## src/rtl/clk_div_sched.sv

```systemverilog
// Programmable clock divider with a one-deep ratio slot fed by two round-robin requesters.
// Optional macro CLK_DIV_SCHED_ERR_EN: reject zero ratios with an err pulse instead of clamping them to 1.
module clk_div_sched #(
  parameter int CNT_W       = 8,
  parameter int DEFAULT_DIV = 3
) (
  input  logic             clk,
  input  logic             reset,
  input  logic             run,
  input  logic             req_a_valid,
  input  logic [CNT_W-1:0] req_a_div,
  output logic             req_a_ready,
  input  logic             req_b_valid,
  input  logic [CNT_W-1:0] req_b_div,
  output logic             req_b_ready,
  output logic             result,
  output logic             tick,
  output logic [CNT_W-1:0] cur_div,
  output logic             pend,
  output logic             err
);

  localparam logic [CNT_W-1:0] ONE = CNT_W'(1);

  typedef enum logic {
    ST_IDLE,
    ST_RUN
  } state_t;

  state_t           state;
  logic [CNT_W-1:0] count;
  logic [CNT_W-1:0] slot;
  logic             prio_b;
  logic             grant_a;
  logic             grant_b;
  logic             xfer;
  logic [CNT_W-1:0] xfer_div;
  logic             wrap;

  // NOTE: every combinational output gets a default first so no path leaves it unassigned (no latch).
  always_comb begin
    grant_a  = 1'b0;
    grant_b  = 1'b0;
    if (!reset && !pend) begin
      grant_a = req_a_valid && (!req_b_valid || !prio_b);
      grant_b = req_b_valid && (!req_a_valid ||  prio_b);
    end
    xfer     = grant_a || grant_b;
    xfer_div = grant_a ? req_a_div : req_b_div;
    // cur_div is never zero, so cur_div-1 cannot underflow and the max ratio still fits.
    wrap     = (count == cur_div - ONE);
  end

  assign req_a_ready = grant_a;
  assign req_b_ready = grant_b;

`ifndef CLK_DIV_SCHED_ERR_EN
  assign err = 1'b0;
`endif

  // NOTE: all state below uses non-blocking assignments so every register samples pre-edge values.
  always_ff @(posedge clk) begin
    if (reset) begin
      state   <= ST_IDLE;
      count   <= '0;
      result  <= 1'b0;
      tick    <= 1'b0;
      cur_div <= CNT_W'(DEFAULT_DIV);
      pend    <= 1'b0;
      slot    <= '0;
      prio_b  <= 1'b0;
`ifdef CLK_DIV_SCHED_ERR_EN
      err     <= 1'b0;
`endif
    end else begin
      tick  <= 1'b0;
`ifdef CLK_DIV_SCHED_ERR_EN
      err   <= 1'b0;
`endif
      state <= run ? ST_RUN : ST_IDLE;

      if (state == ST_IDLE && pend) begin
        // While stopped there is no period to protect, so apply right away.
        cur_div <= slot;
        pend    <= 1'b0;
        count   <= '0;
        result  <= 1'b0;
      end else if (!run) begin
        count  <= '0;
        result <= 1'b0;
      end else if (wrap) begin
        count  <= '0;
        result <= ~result;
        tick   <= 1'b1;
        if (pend) begin
          cur_div <= slot;
          pend    <= 1'b0;
        end
      end else begin
        count <= count + ONE;
      end

      // A transfer only happens with the slot empty, so it never collides with an apply.
      if (xfer) begin
        prio_b <= grant_a;
`ifdef CLK_DIV_SCHED_ERR_EN
        if (xfer_div == '0) begin
          err <= 1'b1;
        end else begin
          slot <= xfer_div;
          pend <= 1'b1;
        end
`else
        slot <= (xfer_div == '0) ? ONE : xfer_div;
        pend <= 1'b1;
`endif
      end
    end
  end

endmodule

```

## config.mk

```make
export PLATFORM = sky130hd
export DESIGN_NAME = clk_div_sched
export DESIGN_NICKNAME = d
export VERILOG_FILES = /design/src/rtl/clk_div_sched.sv
export SDC_FILE = /design/constraint.sdc
export NUM_CORES = 1
export LEC_CHECK = 0
export CAP_MARGIN = 20
export CORE_MARGIN = 1.5
export CORE_UTILIZATION = 40
export DETAILED_ROUTE_END_ITERATION = 16
export PLACE_DENSITY = 0.7
export RECOVER_POWER = 100
export SKIP_CTS_REPAIR_TIMING = 1
export SYNTH_ARGS = -nofsm -noshare
export SYNTH_HDL_FRONTEND = slang
export SYNTH_SLANG_ARGS = --single-unit
```

## constraint.sdc

```tcl
create_clock -name clk -period 3.2 [get_ports clk]
set_clock_uncertainty 0.05 [all_clocks]
set_input_delay 0.8 -clock clk [delete_from_list [all_inputs] [get_ports clk]]
set_output_delay 0.8 -clock clk [all_outputs]
set_load 0.02 [all_outputs]
```

==> flow_summary.toml <==
[outcome]
status = "finished, final reports clean"

[critical_path]
end_kind = "output pin"
cp-start-kind = "input pin"
required_ps = 2350
crit_fanout = 2
cp_data_arrival_time_ps = 2200
r2r_cells = 6
rr_endpoint = "cur_div[3]$_SDFFE_PP0P_"
reg2reg_setup_slack_ps = 380
worstSetupPathType = "in -> out"
timing.rr.start = "cur_div[0]$_SDFFE_PP1P_"

[floorplan]
die_w_um = 65.23
die_h_um = 65.23
die_area_sq_um = 4255
io-pin-count = 35
floorplan.initialDensity_pct = 41.99
num_rows = 22
fp.coreArea_sq_um = 3689

[layout]
final_nets = 238
final_common_cell = "dfxtp_1"
fin_area_sq_um = 1972
finalNonFillerCells = 264
layout-drive-gt1-share_pct = 6.481
antenna_cells = 0
final_util_pct = 53.46
final_cell_mix = "29 x dfxtp_1, 23 x nor2_1, 21 x clkdlybuf4s50_1"
nFillCells = 368
area_delta_synth_final_pct = 27.30

[clock_tree]
cts_tree = "done"
cts_made_buffers = 5
clk_path_buf_depth = 2
cts_num_sinks = 29
root_buffer = "clkbuf_8"
worstSkewPairLatency_ps = 280
cts-htree-levels = 2
path_clk_slew_ps = 60

[timing]
finalMaxSlewViolations = 0
max_freq_ghz = 0.3279
worst_pin_slew_ps = 971.6
fin_crit_sh_pct = 95.30
hold_violations = 0
period_needed_ps = 3050
timing.hold.ws_ps = 423.1
grt_setup_unrepaired = "false"
fin_tns_setup_ps = 0
slew_headroom_pct = 35.23
setup_viol = 0
worst_slack_ps = 150.2

[synthesis]
synth_seq_cells = 29
synth_largest_area_cell = "dfxtp_1"
syn_area_per_cell_sq_um = 8.558
synth_seq_area_share_pct = 37.48
synthesis.instances = 181
synth_edf_count = 0
async_flop_share_pct = 0
yosysUniqueCellTypes = 42
yosysTopAreaCellShare_pct = 37.48
synth.net_count = 204
syn-cell-area_sq_um = 1549
synthTopCellsByArea = "dfxtp_1 37%, nand2b_1 6.5%, nor2_1 5.3%"
yosys_most_used_dff = "dfxtp_1"
synth_warnings = 0

[route]
drt_iter0_markers = 47
via_per_inst = 5.045
routed_wl_um = 3309
drc_errors = 0
wire_per_inst_um = 12.53
firstDrtPassIters = 4
ant_nets = 0
num_vias = 1332

[global_routing]
grt_pass1_vias = 1305
antenna_found_initial = 0
grt_first_pass_wirelength_um = 5913
grt_max_degree = 28
grt_overflow = 0
grtUsageTotal_pct = 18.18

[power_and_ir_drop]
p_leak_nw = 0.7882
p_total_uw = 918.8
peakVddDrop_mv = 0.2612
p_per_area_nw_per_um2 = 466.0

[placement]
dp.cells = 256
port_buffers = 33
dpl.hpwl_um = 2401
placed_cell_area_sq_um = 1927
pre_cts_ws_ps = 199.7
gp_congestion = 0.7447

[min_path]
min_from = "slot[2]$_SDFFE_PP0P_"
min_path_type = "reg -> reg"
min_to = "cur_div[2]$_SDFFE_PP0P_"
worstHoldPathCells = 2

[flow_run]
cap_violations = 0
[sequential cells by signal, summed over array words and instances, names as in the netlist]
signal   count
pend         1
count        8
cur_div      8
state        1
slot         8
result       1
tick         1
prio_b       1
[power breakdown]
group | internal, mW | switching [mW]
clock network | 0.150 | 0.135
registers | 0.391 | 0.0285
logic | 0.106 | 0.108
[how the worst max path moves through the flow]
stage	cells past startpoint	startpoint	endpoint
after floorplan	5	reset	req_a_ready
after global placement	5	reset	req_a_ready
after detailed placement	5	reset	req_a_ready
after CTS	5	reset	req_a_ready
after global routing	5	reset	req_b_ready
final	5	reset	req_b_ready
[synth_stat cells, types with 5 or more instances]
library cell / count
a311oi_1: 7
clkbuf_1: 7
dfxtp_1: 29
inv_1: 5
mux2i_1: 8
nand2_1: 18
nand2b_1: 16
nand3_1: 6
nor2_1: 22
nor3_1: 5
xnor2_1: 8
xor2_1: 8
[final cells by class]
class | count | area, sq um | share of cell area, %
clock buffer | 6 | 72.57 | 3.680
clock inverter | 2 | 10.01 | 0.5076
inverter | 6 | 22.52 | 1.142
multi-input combinational | 136 | 869.6 | 44.10
sequential | 29 | 580.6 | 29.44
tap | 48 | 60.06 | 3.046
timing repair buffer | 37 | 356.6 | 18.08
[kinds of logic after synthesis]
group | after synthesis | share of synthesized area [%]
simple gates | 85 | 28.03
fa+ha+maj | 2 | 1.615
other cells | 1 | 0.2421
mux | 8 | 5.170
compound gates | 24 | 14.22
xor+xnor | 16 | 9.047
buf+inv | 16 | 4.200
flops | 29 | 37.48
[worst max-delay path: stages]
cell and delay [ps]:
clkdlybuf4s50_1 410, nor2_1 140, nand3_1 110, clkinv_1 70
dlygate4sd3_1 660
[layer usage]
metal	vias up	wire, um	track usage [%]
met5	-	0	0
met4	0	63	7.292
met3	7	167	5.822
met2	31	1394	27.30
met1	599	1683	24.09
li1	695	-	-
Power figures use the tool's default switching activity.
